**config.mk**
```make
export PLATFORM = sky130hd
export DESIGN_NAME = joy_serial_rx
export DESIGN_NICKNAME = d
export VERILOG_FILES = /design/src/rtl/joy_serial_rx.sv
export SDC_FILE = /design/constraint.sdc
export NUM_CORES = 1
export LEC_CHECK = 0
export BUFFER_PORTS_ARGS = -buffer_cell sky130_fd_sc_hd__buf_2
export CORE_MARGIN = 3
export CORE_UTILIZATION = 45
export CTS_CLUSTER_SIZE = 12
export DETAILED_ROUTE_END_ITERATION = 10
export MAX_ROUTING_LAYER = met4
export PLACE_DENSITY = 0.75
export SETUP_SLACK_MARGIN = 0.15
export SLEW_MARGIN = 5
export SYNTH_ARGS = -nofsm -noshare
export SYNTH_HDL_FRONTEND = slang
export SYNTH_SLANG_ARGS = --single-unit
```
**constraint.sdc**
```tcl
create_clock -name clk -period 3.1 [get_ports clk]
set_input_delay 0.31 -clock clk [delete_from_list [all_inputs] [get_ports clk]]
set_output_delay 0.31 -clock clk [all_outputs]
set_load 0.01 [all_outputs]
```
**src/rtl/joy_serial_rx.sv**
```systemverilog
// Reader for a daisy-chained 74HC165-style parallel-in/serial-out chain.
// Generates LOAD and serial clock from a divided tick, shifts in a frame, debounces it.
module joy_serial_rx #(
    parameter int DIV   = 8,
    parameter int NCH   = 2,
    parameter int NBITS = 12,
    parameter int LEAD  = 1,
    parameter int GAP   = 0,
    parameter int INV   = 1,
    parameter int DEB   = 1
) (
    input  logic                   clk,
    input  logic                   rst,
    input  logic                   en,
    input  logic                   joy_data,
    output logic                   joy_clk,
    output logic                   joy_load,
    output logic [NCH*NBITS-1:0]   joy_out,
    output logic                   frame_stb,
    output logic                   busy
);
    localparam int NB        = NCH * NBITS;
    localparam int FRAME_PER = 1 + LEAD + NB + GAP;
    localparam int CW        = $clog2(FRAME_PER + 1);
    localparam int DW        = (DIV > 1) ? $clog2(DIV) : 1;
    localparam int BW        = (DEB > 1) ? $clog2(DEB) : 1;

    localparam logic [DW-1:0] DIV_LAST   = DW'(DIV - 1);
    localparam logic [CW-1:0] LEAD_LAST  = CW'((LEAD > 0) ? LEAD - 1 : 0);
    localparam logic [CW-1:0] SHIFT_LAST = CW'(NB - 1);
    localparam logic [CW-1:0] GAP_LAST   = CW'((GAP > 0) ? GAP - 1 : 0);
    localparam logic [BW-1:0] DEB_LAST   = BW'(DEB - 1);

    typedef enum logic [2:0] {
        S_IDLE,
        S_LOAD,
        S_LEAD,
        S_SHIFT,
        S_GAP
    } state_t;

    state_t          state_q, state_d;
    logic [DW-1:0]   div_q, div_d;
    logic [CW-1:0]   cnt_q, cnt_d;
    logic            joy_clk_q, joy_clk_d;
    logic            joy_load_q, joy_load_d;
    logic [NB-1:0]   shift_q, shift_d;
    logic            stb_q, stb_d;
    logic [NB-1:0]   cand_q, cand_d;
    logic [BW-1:0]   deb_q, deb_d;
    logic [NB-1:0]   out_q, out_d;

    logic            tick;
    logic            rise;
    logic            fall;
    logic            frame_end;
    logic [NB-1:0]   shift_in;
    logic [NB-1:0]   frame_val;

    // Samples enter at the MSB and move down, so the first sample ends up in bit 0.
    generate
        if (NB == 1) begin : g_shift_one
            assign shift_in = joy_data;
        end else begin : g_shift_many
            assign shift_in = {joy_data, shift_q[NB-1:1]};
        end
    endgenerate

    assign frame_val = (INV != 0) ? ~shift_q : shift_q;

    always_ff @(posedge clk or posedge rst) begin
        if (rst) begin
            state_q    <= S_IDLE;
            div_q      <= '0;
            cnt_q      <= '0;
            joy_clk_q  <= 1'b0;
            joy_load_q <= 1'b1;
            shift_q    <= '0;
            stb_q      <= 1'b0;
            cand_q     <= '0;
            deb_q      <= '0;
            out_q      <= '0;
        end else begin
            state_q    <= state_d;
            div_q      <= div_d;
            cnt_q      <= cnt_d;
            joy_clk_q  <= joy_clk_d;
            joy_load_q <= joy_load_d;
            shift_q    <= shift_d;
            stb_q      <= stb_d;
            cand_q     <= cand_d;
            deb_q      <= deb_d;
            out_q      <= out_d;
        end
    end

    always_comb begin
        state_d    = state_q;
        div_d      = div_q;
        cnt_d      = cnt_q;
        joy_clk_d  = joy_clk_q;
        joy_load_d = joy_load_q;
        shift_d    = shift_q;
        stb_d      = 1'b0;
        frame_end  = 1'b0;

        tick = (state_q != S_IDLE) && (div_q == DIV_LAST);
        rise = tick && !joy_clk_q;
        fall = tick && joy_clk_q;

        if (state_q == S_IDLE) begin
            div_d      = '0;
            joy_clk_d  = 1'b0;
            joy_load_d = 1'b1;
            if (en) begin
                state_d    = S_LOAD;
                joy_load_d = 1'b0;
                cnt_d      = '0;
            end
        end else begin
            div_d = tick ? '0 : div_q + DW'(1);
            if (tick) begin
                joy_clk_d = ~joy_clk_q;
            end
        end

        case (state_q)
            S_LOAD: begin
                if (fall) begin
                    joy_load_d = 1'b1;
                    cnt_d      = '0;
                    state_d    = (LEAD > 0) ? S_LEAD : S_SHIFT;
                end
            end
            S_LEAD: begin
                if (fall) begin
                    if (cnt_q == LEAD_LAST) begin
                        cnt_d   = '0;
                        state_d = S_SHIFT;
                    end else begin
                        cnt_d = cnt_q + CW'(1);
                    end
                end
            end
            S_SHIFT: begin
                if (rise) begin
                    shift_d = shift_in;
                    stb_d   = (cnt_q == SHIFT_LAST);
                end
                if (fall) begin
                    if (cnt_q == SHIFT_LAST) begin
                        cnt_d = '0;
                        if (GAP > 0) begin
                            state_d = S_GAP;
                        end else begin
                            frame_end = 1'b1;
                        end
                    end else begin
                        cnt_d = cnt_q + CW'(1);
                    end
                end
            end
            S_GAP: begin
                if (fall) begin
                    if (cnt_q == GAP_LAST) begin
                        frame_end = 1'b1;
                    end else begin
                        cnt_d = cnt_q + CW'(1);
                    end
                end
            end
            default: ;
        endcase

        // End-of-frame decision is folded into the last falling tick, so a
        // restart begins LOAD on the very next period with no idle gap.
        if (frame_end) begin
            cnt_d = '0;
            if (en) begin
                state_d    = S_LOAD;
                joy_load_d = 1'b0;
            end else begin
                state_d = S_IDLE;
            end
        end
    end

    always_comb begin
        cand_d = cand_q;
        deb_d  = deb_q;
        out_d  = out_q;
        if (stb_q) begin
            if (frame_val == cand_q) begin
                if (deb_q != DEB_LAST) begin
                    deb_d = deb_q + BW'(1);
                end
            end else begin
                cand_d = frame_val;
                deb_d  = '0;
            end
            if (deb_d == DEB_LAST) begin
                out_d = cand_d;
            end
        end
    end

    assign joy_clk   = joy_clk_q;
    assign joy_load  = joy_load_q;
    assign joy_out   = out_q;
    assign frame_stb = stb_q;
    assign busy      = (state_q != S_IDLE);

endmodule
```
Word level (Yosys, flattened, before mapping) --
Cells that the tools add are included.
Cells by class: $add $sub $neg 3, equal/unequal tests 7, muxes and demuxes 40, bitwise logic cells 3, reduce and logical (&&, ||, !) cells 10
Operators by type and width (number):
- $mux 5 | 10
- $eq 24x24->1 | 1
- $mux 24 | 1
- $mux 3 | 8
- $not 24->24 | 1
- $pmux 5 s4 | 1
- $mux 1 | 18
- $eq 3x2->1 const B | 2
- $eq 3x3->1 const B | 2
- $pmux 3 s2 | 1
- $add 5x1->5 const B | 1
- $eq 5x5->1 const B | 1
- $logic_not 5->1 | 1
- $reduce_and 2->1 | 2
- $add 3x1->3 const B | 1
- $eq 3x1->1 const B | 1
- $logic_and 1x1->1 | 3
- $logic_not 3->1 | 1
- $reduce_bool 3->1 | 1
- $not 1->1 | 2
- $pmux 1 s2 | 1
- $reduce_bool 2->1 | 1
- $add 1x1->1 const B | 1
- $logic_not 1->1 | 1
Word-level totals: register bits 87, bits of input ports 4, output and inout bits 28, logic and storage cells 73

Depth between registers and ports, before layout --
Gate-level depths: netlist (run 1).
depth after elaboration 7, depth in mapped cells 7, depth with buffers taken out 7

Least setup slack after synthesis (run 1) --
Ideal clock, no wire load.
kind register to register, from register cand_q[16], to register cand_q[0], setup time 0.079 ns, arrival time 1.739 ns, required time 3.021 ns, slack 1.282 ns, stages on the path, launching flop included 7, buffers on the path 1, clock period less this slack 1.818 ns, cells stage by stage dfrtp_1 > xnor2_1 > nor4_1 > nand4_1 > o31ai_4 > buf_8 > mux2i_1
On the way: word-level cells in the longest chain between the ends 2
RTL lines:
- start, declared | line 49 | logic [NB-1:0] cand_q, cand_d;
- start signal, assigned | line 91 | cand_q <= cand_d;
- $eq 24x24->1 | line 193 | if (frame_val == cand_q) begin
- $mux 24 | line 193
Every way passes these cells. A chain may end at the register's enable or synchronous reset.

Worst setup path after layout (run 1) --
from register shift_q[16], to register cand_q[3]
On the way: word-level cells in the longest chain between the ends 3
RTL lines:
- start, declared | line 47 | logic [NB-1:0] shift_q, shift_d;
- start signal, assigned | line 89 | shift_q <= shift_d;
- $not 24->24 | line 69 | assign frame_val = (INV != 0) ? ~shift_q : shift_q;
- $eq 24x24->1 | line 193
- $mux 24 | line 193
Every way passes these cells.

==> impl_metrics.py, run 1 <==
metrics = {
    "drt": {
        "drt_first_pass_iters": 4,
        "wl_per_cell_um": 14.52,
        "viasPerCell": 5.127,
        "drc": 0,
        "drt_iter0_drc": 63,
        "num_vias": 1856,
        "drt-total-wl_mm": 5.255,
        "drtAntennaViolNets": 0,
    },
    "worst_setup_path": {
        "cp-start-kind": "flop",
        "critPathArrivalTime_ns": 2.48,
        "path_max_fanout": 18,
        "cp-end-kind": "flop",
        "crit_type": "flop to flop",
        "required_ns": 3.35,
        "r2r_cells": 6,
    },
    "cts": {
        "cts_root_buffer": "clkbuf_8",
        "cts_setup_buffers": 0,
        "cts_made_buffers": 9,
        "clk_latency_ns": 0.34,
        "clockBufferDepth": 2,
        "cts.sinks": 62,
        "cts_tree": "yes",
        "cts_resized": 0,
        "ctsHoldBuffers": 0,
        "clkTransAtPathRegs_ns": 0.08,
        "cts-htree-levels": 3,
    },
    "global_routing": {
        "grt_start_max_net_pins": 50,
        "grt_use_total_pct": 16.48,
        "overflow": 0,
        "antenna_found_initial": 0,
        "grt_pass1_vias": 1869,
        "grt_pass1_wl_mm": 9.211,
    },
    "die": {
        "die_area_um2": 7516,
        "coreArea_um2": 6096,
        "die_y_um": 86.70,
        "ios": 32,
        "num_rows": 28,
        "die_w_um": 86.70,
        "start_util_pct": 48.07,
    },
    "sta": {
        "max_slew_margin_pct": 34.08,
        "setup_viol": 0,
        "post-route-min-period_ns": 2.227,
        "setup-tns-final_ns": 0,
        "final.setup_skew_ns": 0.01124,
        "fmax_mhz": 449.0,
        "finalCritPeriodShare_pct": 71.85,
        "hold_viol": 0,
        "tightest_slew_ns": 0.9874,
        "rsz0062_at_grt": "false",
        "finalMaxSlewViolations": 0,
    },
    "yosys": {
        "synth-main-ff-cell": "dfrtp_1",
        "synth_fa_ha_area_share_pct": 1.708,
        "syn_area_um2": 2930,
        "synth.most_common_cell": "dfrtp_1",
        "yosys-top-cells-count": "dfrtp_1 (61), inv_1 (30), mux2i_1 (26)",
        "synthSimpleGateAreaFrac_pct": 7.387,
        "synth_top_family_by_area": "multiplexers",
        "synthXorXnorAreaFrac_pct": 8.070,
        "synth_top_area_share_pct": 52.09,
        "yosys.area.top_type": "dfrtp_1",
        "ys_warn_count": 0,
        "synth_compound_area_share_pct": 5.594,
        "ys_seq_elements": 62,
        "synth.area.mux_share_pct": 18.49,
        "syn_inst": 244,
        "synth_edf_count": 0,
        "synthArstFlopShare_pct": 100.0,
        "ys_types": 36,
        "syn_nets": 252,
        "synthTopCellsByArea": "dfrtp_1 (52%), mux2_2 (9.6%), mux2i_1 (8.9%), xnor2_1 (5.1%), inv_1 (3.8%)",
        "syn_area_per_cell_um2": 12.01,
        "seq_area_frac_synth_pct": 52.99,
    },
    "layout": {
        "layout.cells.non_filler": 362,
        "finalNetCount": 290,
        "fillers": 527,
        "diodes": 0,
        "area.growth.synth_to_final_pct": 16.44,
        "drive_gt1_share_pct": 27.87,
    },
    "power_and_ir_drop": {
        "seq_power_share_pct": 47.7,
        "p_switching_w": 0.0003489,
        "p_int_w": 0.001350,
        "comb_power_share_pct": 1.2,
        "p_sw_share_pct": 20.54,
        "vdd_drop_max_uv": 276.8,
        "clkPwrFrac_pct": 51.1,
        "p_per_area_nw_per_um2": 497.8,
        "leakagePower_nw": 1.803,
    },
    "place": {
        "gp_congestion": 0.8332,
        "io_buffers": 31,
        "hpwl_mm": 3.647,
        "placed_cells": 346,
    },
    "min_path": {
        "hold_path.class": "primary input to asynchronous set/reset pin",
    },
    "job": {
        "max_cap_viol_count": 0,
    },
    "status": {
        "status": "finished clean",
    },
}
[final timing paths]
path,start,end,slack (ns)
setup reg to reg,shift_q[16]$_DFFE_PP0P_,cand_q[3]$_DFFE_PP0P_,0.87
setup / recovery,shift_q[16]$_DFFE_PP0P_,cand_q[3]$_DFFE_PP0P_,0.87
min in group clk,joy_data,shift_q[23]$_DFFE_PP0P_,0.20
hold reg to reg,div_q[0]$_DFF_PP0_,div_q[0]$_DFF_PP0_,0.45
max in group asynchronous,rst,frame_stb$_DFF_PP0_,2.19
hold / removal,rst,cand_q[5]$_DFFE_PP0P_,0.20
[critical path: stages, from the launching register on]
cell and delay (ns):
dfrtp_1 0.42, xnor2_1 0.14, nor4_1 0.40, nand4_1 0.21, o31ai_4 0.50, buf_12 0.25, mux2i_1 0.22
[layout make-up]
cell class,instances,area (um^2),share of cell area [%]
multi-input combinational,144,1209,35.42
tap,75,93.84,2.750
clock buffer,9,123.9,3.630
inverter,30,112.6,3.300
timing repair buffer,35,197.7,5.794
clock inverter,7,122.6,3.594
sequential,62,1553,45.51
[routing by layer]
| layer | up-vias | GRT usage, % | part of all wire, % |
|---|---|---|---|
| met4 | 0 | 5.524 | 1.2 |
| met1 | 902 | 21.37 | 48 |
| met3 | 9 | 6.274 | 5.2 |
| met2 | 33 | 23.78 | 46 |
| met5 | - | - | 0 |
| li1 | 912 | - | - |
[registers in the layout (all words and copies together), names as in the netlist]
name	count
cand_q	24
frame_stb	1
shift_q	24
cnt_q	5
joy_clk	1
state_q	3
joy_load	1
div_q	3
[cell usage in the layout, fill, tap and decap left out, types with 4 or more instances in the layout]
master | netlist | final
a21oi_1 | 7 | 7
and2_1 | 4 | 4
buf_2 | 3 | 31
clkbuf_8 | 0 | 9
dfrtp_1 | 61 | 61
ha_1 | 4 | 4
inv_1 | 30 | 29
mux2_2 | 25 | 25
mux2i_1 | 26 | 26
nand2_1 | 7 | 7
nand3_1 | 4 | 4
nor2_1 | 7 | 7
nor4_1 | 4 | 4
o21ai_0 | 4 | 4
xnor2_1 | 17 | 17
xor2_1 | 10 | 10
[cell families after synthesis]
logic type | after synthesis
buf+inv | 38
xor+xnor | 27
mux | 51
fa+ha+maj | 4
compound gates | 23
flops | 62
simple gates | 39
[power by group through the flow]
stage                     sequential [W]  clock, W  combinational [W]
final                           0.000810  0.000867          0.0000211
after global routing            0.000810  0.000927          0.0000253
after CTS                       0.000810  0.000890          0.0000228
after detailed placement        0.000825         0          0.0000228
after global placement          0.000825         0          0.0000223
after floorplan                 0.000825         0          0.0000133
[stage by stage]
step	instance area [um^2]	hold WS, ns	total power (W)	util (%)	worst slack [ns]
after floorplan	2930	0.4150	0.0008387	-	1.250
after global placement	3166	0.4312	0.0008477	51.93	0.9539
after detailed placement	3166	0.4456	0.0008483	51.93	0.8954
after CTS	3412	0.1856	0.001723	55.97	0.8648
after global routing	3412	0.1832	0.001762	55.97	0.7455
final	3412	0.2038	0.001699	55.97	0.8727
(Power assumes the default switching activity.)
==> run 2, diff against run 1 <==
--- a/config.mk
+++ b/config.mk
@@ -11,7 +11,7 @@
 export CTS_CLUSTER_SIZE = 12
 export DETAILED_ROUTE_END_ITERATION = 10
 export MAX_ROUTING_LAYER = met4
-export PLACE_DENSITY = 0.75
+export PLACE_DENSITY = 0.77
 export SETUP_SLACK_MARGIN = 0.15
 export SLEW_MARGIN = 5
 export SYNTH_ARGS = -nofsm -noshare
==> constraint.sdc (replaced) <==
create_clock -name clk -period 1.8 [get_ports clk]
set_input_delay 0.18 -clock clk [delete_from_list [all_inputs] [get_ports clk]]
set_output_delay 0.18 -clock clk [all_outputs]
set_load 0.01 [all_outputs]
==> run 2 against run 1 <==
The flow now finishes with violations (negative setup slack). Worst hold slack worse by 0.12 ns. Non-clock buffer count is 39 higher. First-iteration DRC count increased by 110%. Wire length grew 25%. Register-to-register slack lost 1.1 ns. Clock power grew 25%. Critical path depth unchanged. Maximum frequency rose by 7.8%. Largest power group is now sequential cells.
==> impl_metrics.py, run 2 (same netlist as run 1, synthesis figures left out) <==
metrics = {
    "drt": {
        "wl_met1_mm": 2.747,
        "drt_iter0_drc": 130,
        "num_vias": 2066,
        "wl_per_cell_um": 16.42,
        "dr_wl_met2_mm": 3.477,
        "drt-total-wl_mm": 6.551,
        "drt_first_pass_iters": 4,
        "top_layer": "met4",
        "met3_length_um": 280,
        "viasPerCell": 5.178,
        "drtAntennaViolNets": 0,
        "drc": 0,
    },
    "layout": {
        "regArea_um2": 1554,
        "fillers": 468,
        "diodes": 0,
        "largestRegisters": "cand_q (24), shift_q (24), cnt_q (5)",
        "final_common_cell": "dfrtp_1",
        "finalNetCount": 329,
        "multi_input_area_um2": 1410,
        "area.growth.synth_to_final_pct": 33.09,
        "drive_gt1_share_pct": 42.59,
        "final_util_pct": 63.98,
        "mostFrequentLayoutCells": "dfrtp_1 (60), buf_4 (35), buf_2 (31)",
    },
    "die": {
        "start_util_pct": 48.07,
        "die_area_um2": 7516,
        "coreArea_um2": 6096,
        "die_w_um": 86.70,
        "ios": 32,
        "die_y_um": 86.70,
        "num_rows": 28,
    },
    "job": {
        "max_cap_viol_count": 0,
    },
    "global_routing": {
        "grt_use_total_pct": 17.91,
        "overflow": 0,
        "grt_pass1_vias": 2104,
        "antenna_found_initial": 0,
        "grt_pass1_wl_mm": 10.07,
        "grt_start_max_net_pins": 63,
    },
    "worst_setup_path": {
        "cp-start-kind": "flop",
        "rrSetupSlack_ns": -0.27,
        "cp-end-kind": "flop",
        "critPathArrivalTime_ns": 2.32,
        "r2r_end": "cand_q[17]$_DFFE_PP0P_",
        "crit_path_cell_trace": "xnor2_1 > nor4_2 > nand4_1 > o31ai_4 > buf_4 > mux2i_1",
        "cpPeakStageDelay_ns": 0.43,
        "crit_type": "flop to flop",
        "cp-endpoint": "cand_q[17]$_DFFE_PP0P_",
        "cp_slowest_cell": "dfrtp_1",
        "required_ns": 2.05,
        "path_max_fanout": 7,
        "worst_r2r_startpoint": "shift_q[16]$_DFFE_PP0P_",
        "critical_path.startpoint": "shift_q[16]$_DFFE_PP0P_",
        "r2r_cells": 6,
    },
    "min_path": {
        "hold_path.class": "primary input to flop",
    },
    "power_and_ir_drop": {
        "p_per_area_nw_per_um2": 645.5,
        "leakagePower_nw": 2.022,
        "vdd_drop_max_uv": 580.5,
    },
    "place": {
        "gp_congestion": 0.8712,
        "io_buffers": 31,
        "hpwl_mm": 4.094,
        "dp_slack_ns": -0.1868,
    },
    "sta": {
        "setup_viol": 24,
        "holdWs_ns": 0.08543,
        "final.setup_skew_ns": 0.006083,
        "finalMaxSlewViolations": 0,
        "rsz0062_at_grt": "true",
        "post-route-min-period_ns": 2.066,
        "max_slew_margin_pct": 76.23,
        "hold_viol": 0,
        "fmax_mhz": 484.1,
        "finalCritPeriodShare_pct": 114.8,
        "setup_ws_ns": -0.2659,
        "tightest_slew_ns": 0.3536,
    },
    "cts": {
        "clk_latency_ns": 0.33,
        "clkTransAtPathRegs_ns": 0.07,
        "cts_tree": "yes",
        "cts_made_buffers": 9,
        "cts.sinks": 62,
        "cts_root_buffer": "clkbuf_8",
        "cts-htree-levels": 3,
        "clockBufferDepth": 2,
    },
    "status": {
        "status": "finished with violations",
        "violations": "negative setup slack",
    },
}
## run 2: what timing repair did
action,in CTS,in global routing
gates resized for setup,9,42
hold endpoints to repair,61,0
pin swaps,4,3
hold buffers,1,0
endpoints found under the setup margin,51,55
cloned,0,3
buffers inserted,3,4
## run 2: worst min-delay path by stage
stage | slack, ns | depth (start not counted) | start | endpoint
after floorplan | 0.30 | 1 | rst | cand_q[0]$_DFFE_PP0P_
after global placement | 0.29 | 3 | rst | div_q[2]$_DFF_PP0_
after detailed placement | 0.29 | 3 | rst | state_q[1]$_DFF_PP0_
after CTS | 0.06 | 2 | joy_data | shift_q[23]$_DFFE_PP0P_
after global routing | 0.08 | 2 | joy_data | shift_q[23]$_DFFE_PP0P_
final | 0.09 | 2 | joy_data | shift_q[23]$_DFFE_PP0P_
## run 2: where the power goes
part	switching [W]	internal, W	total [W]	leakage, nW
clock network	0.000481	0.000595	0.00108	0.0914
registers	0.000000714	0.00140	0.00140	0.841
logic	0.0000319	0.0000130	0.0000448	1.09
## run 2: cell type report
cell class,instances,share of cell area (%)
Clock inverter,1,0.1283
Timing Repair Buffer,74,14.15
Tap cell,75,2.406
Multi-Input combinational cell,144,36.16
Sequential cell,62,39.85
Inverter,30,2.984
Clock buffer,13,4.331
## run 2: critical path: cells and delay by family, from the launching register on
kind            cells  cell delay, ns
simple gates        2            0.62
flops               1            0.43
compound gates      1            0.28
buf+inv             1            0.24
mux                 1            0.21
xor+xnor            1            0.19
## run 2: stage by stage
step	area, um^2	total power (W)	cells	TNS [ns]
3_3_place_gp	3413	0.001465	374	-1.434
5_1_grt	3900	0.002616	399	-7.555
4_1_cts	3660	0.002547	392	-2.925
6_report	3900	0.002517	399	-5.752
3_5_place_dp	3413	0.001465	374	-3.198
2_1_floorplan	2962	0.001445	244	-0.3587
## run 2: routing by layer
metal | vias up | global-route usage (%)
met2 | 47 | 30.11
li1 | 984 | -
met5 | - | -
met1 | 1030 | 20.63
met3 | 5 | 5.608
met4 | 0 | 5.099
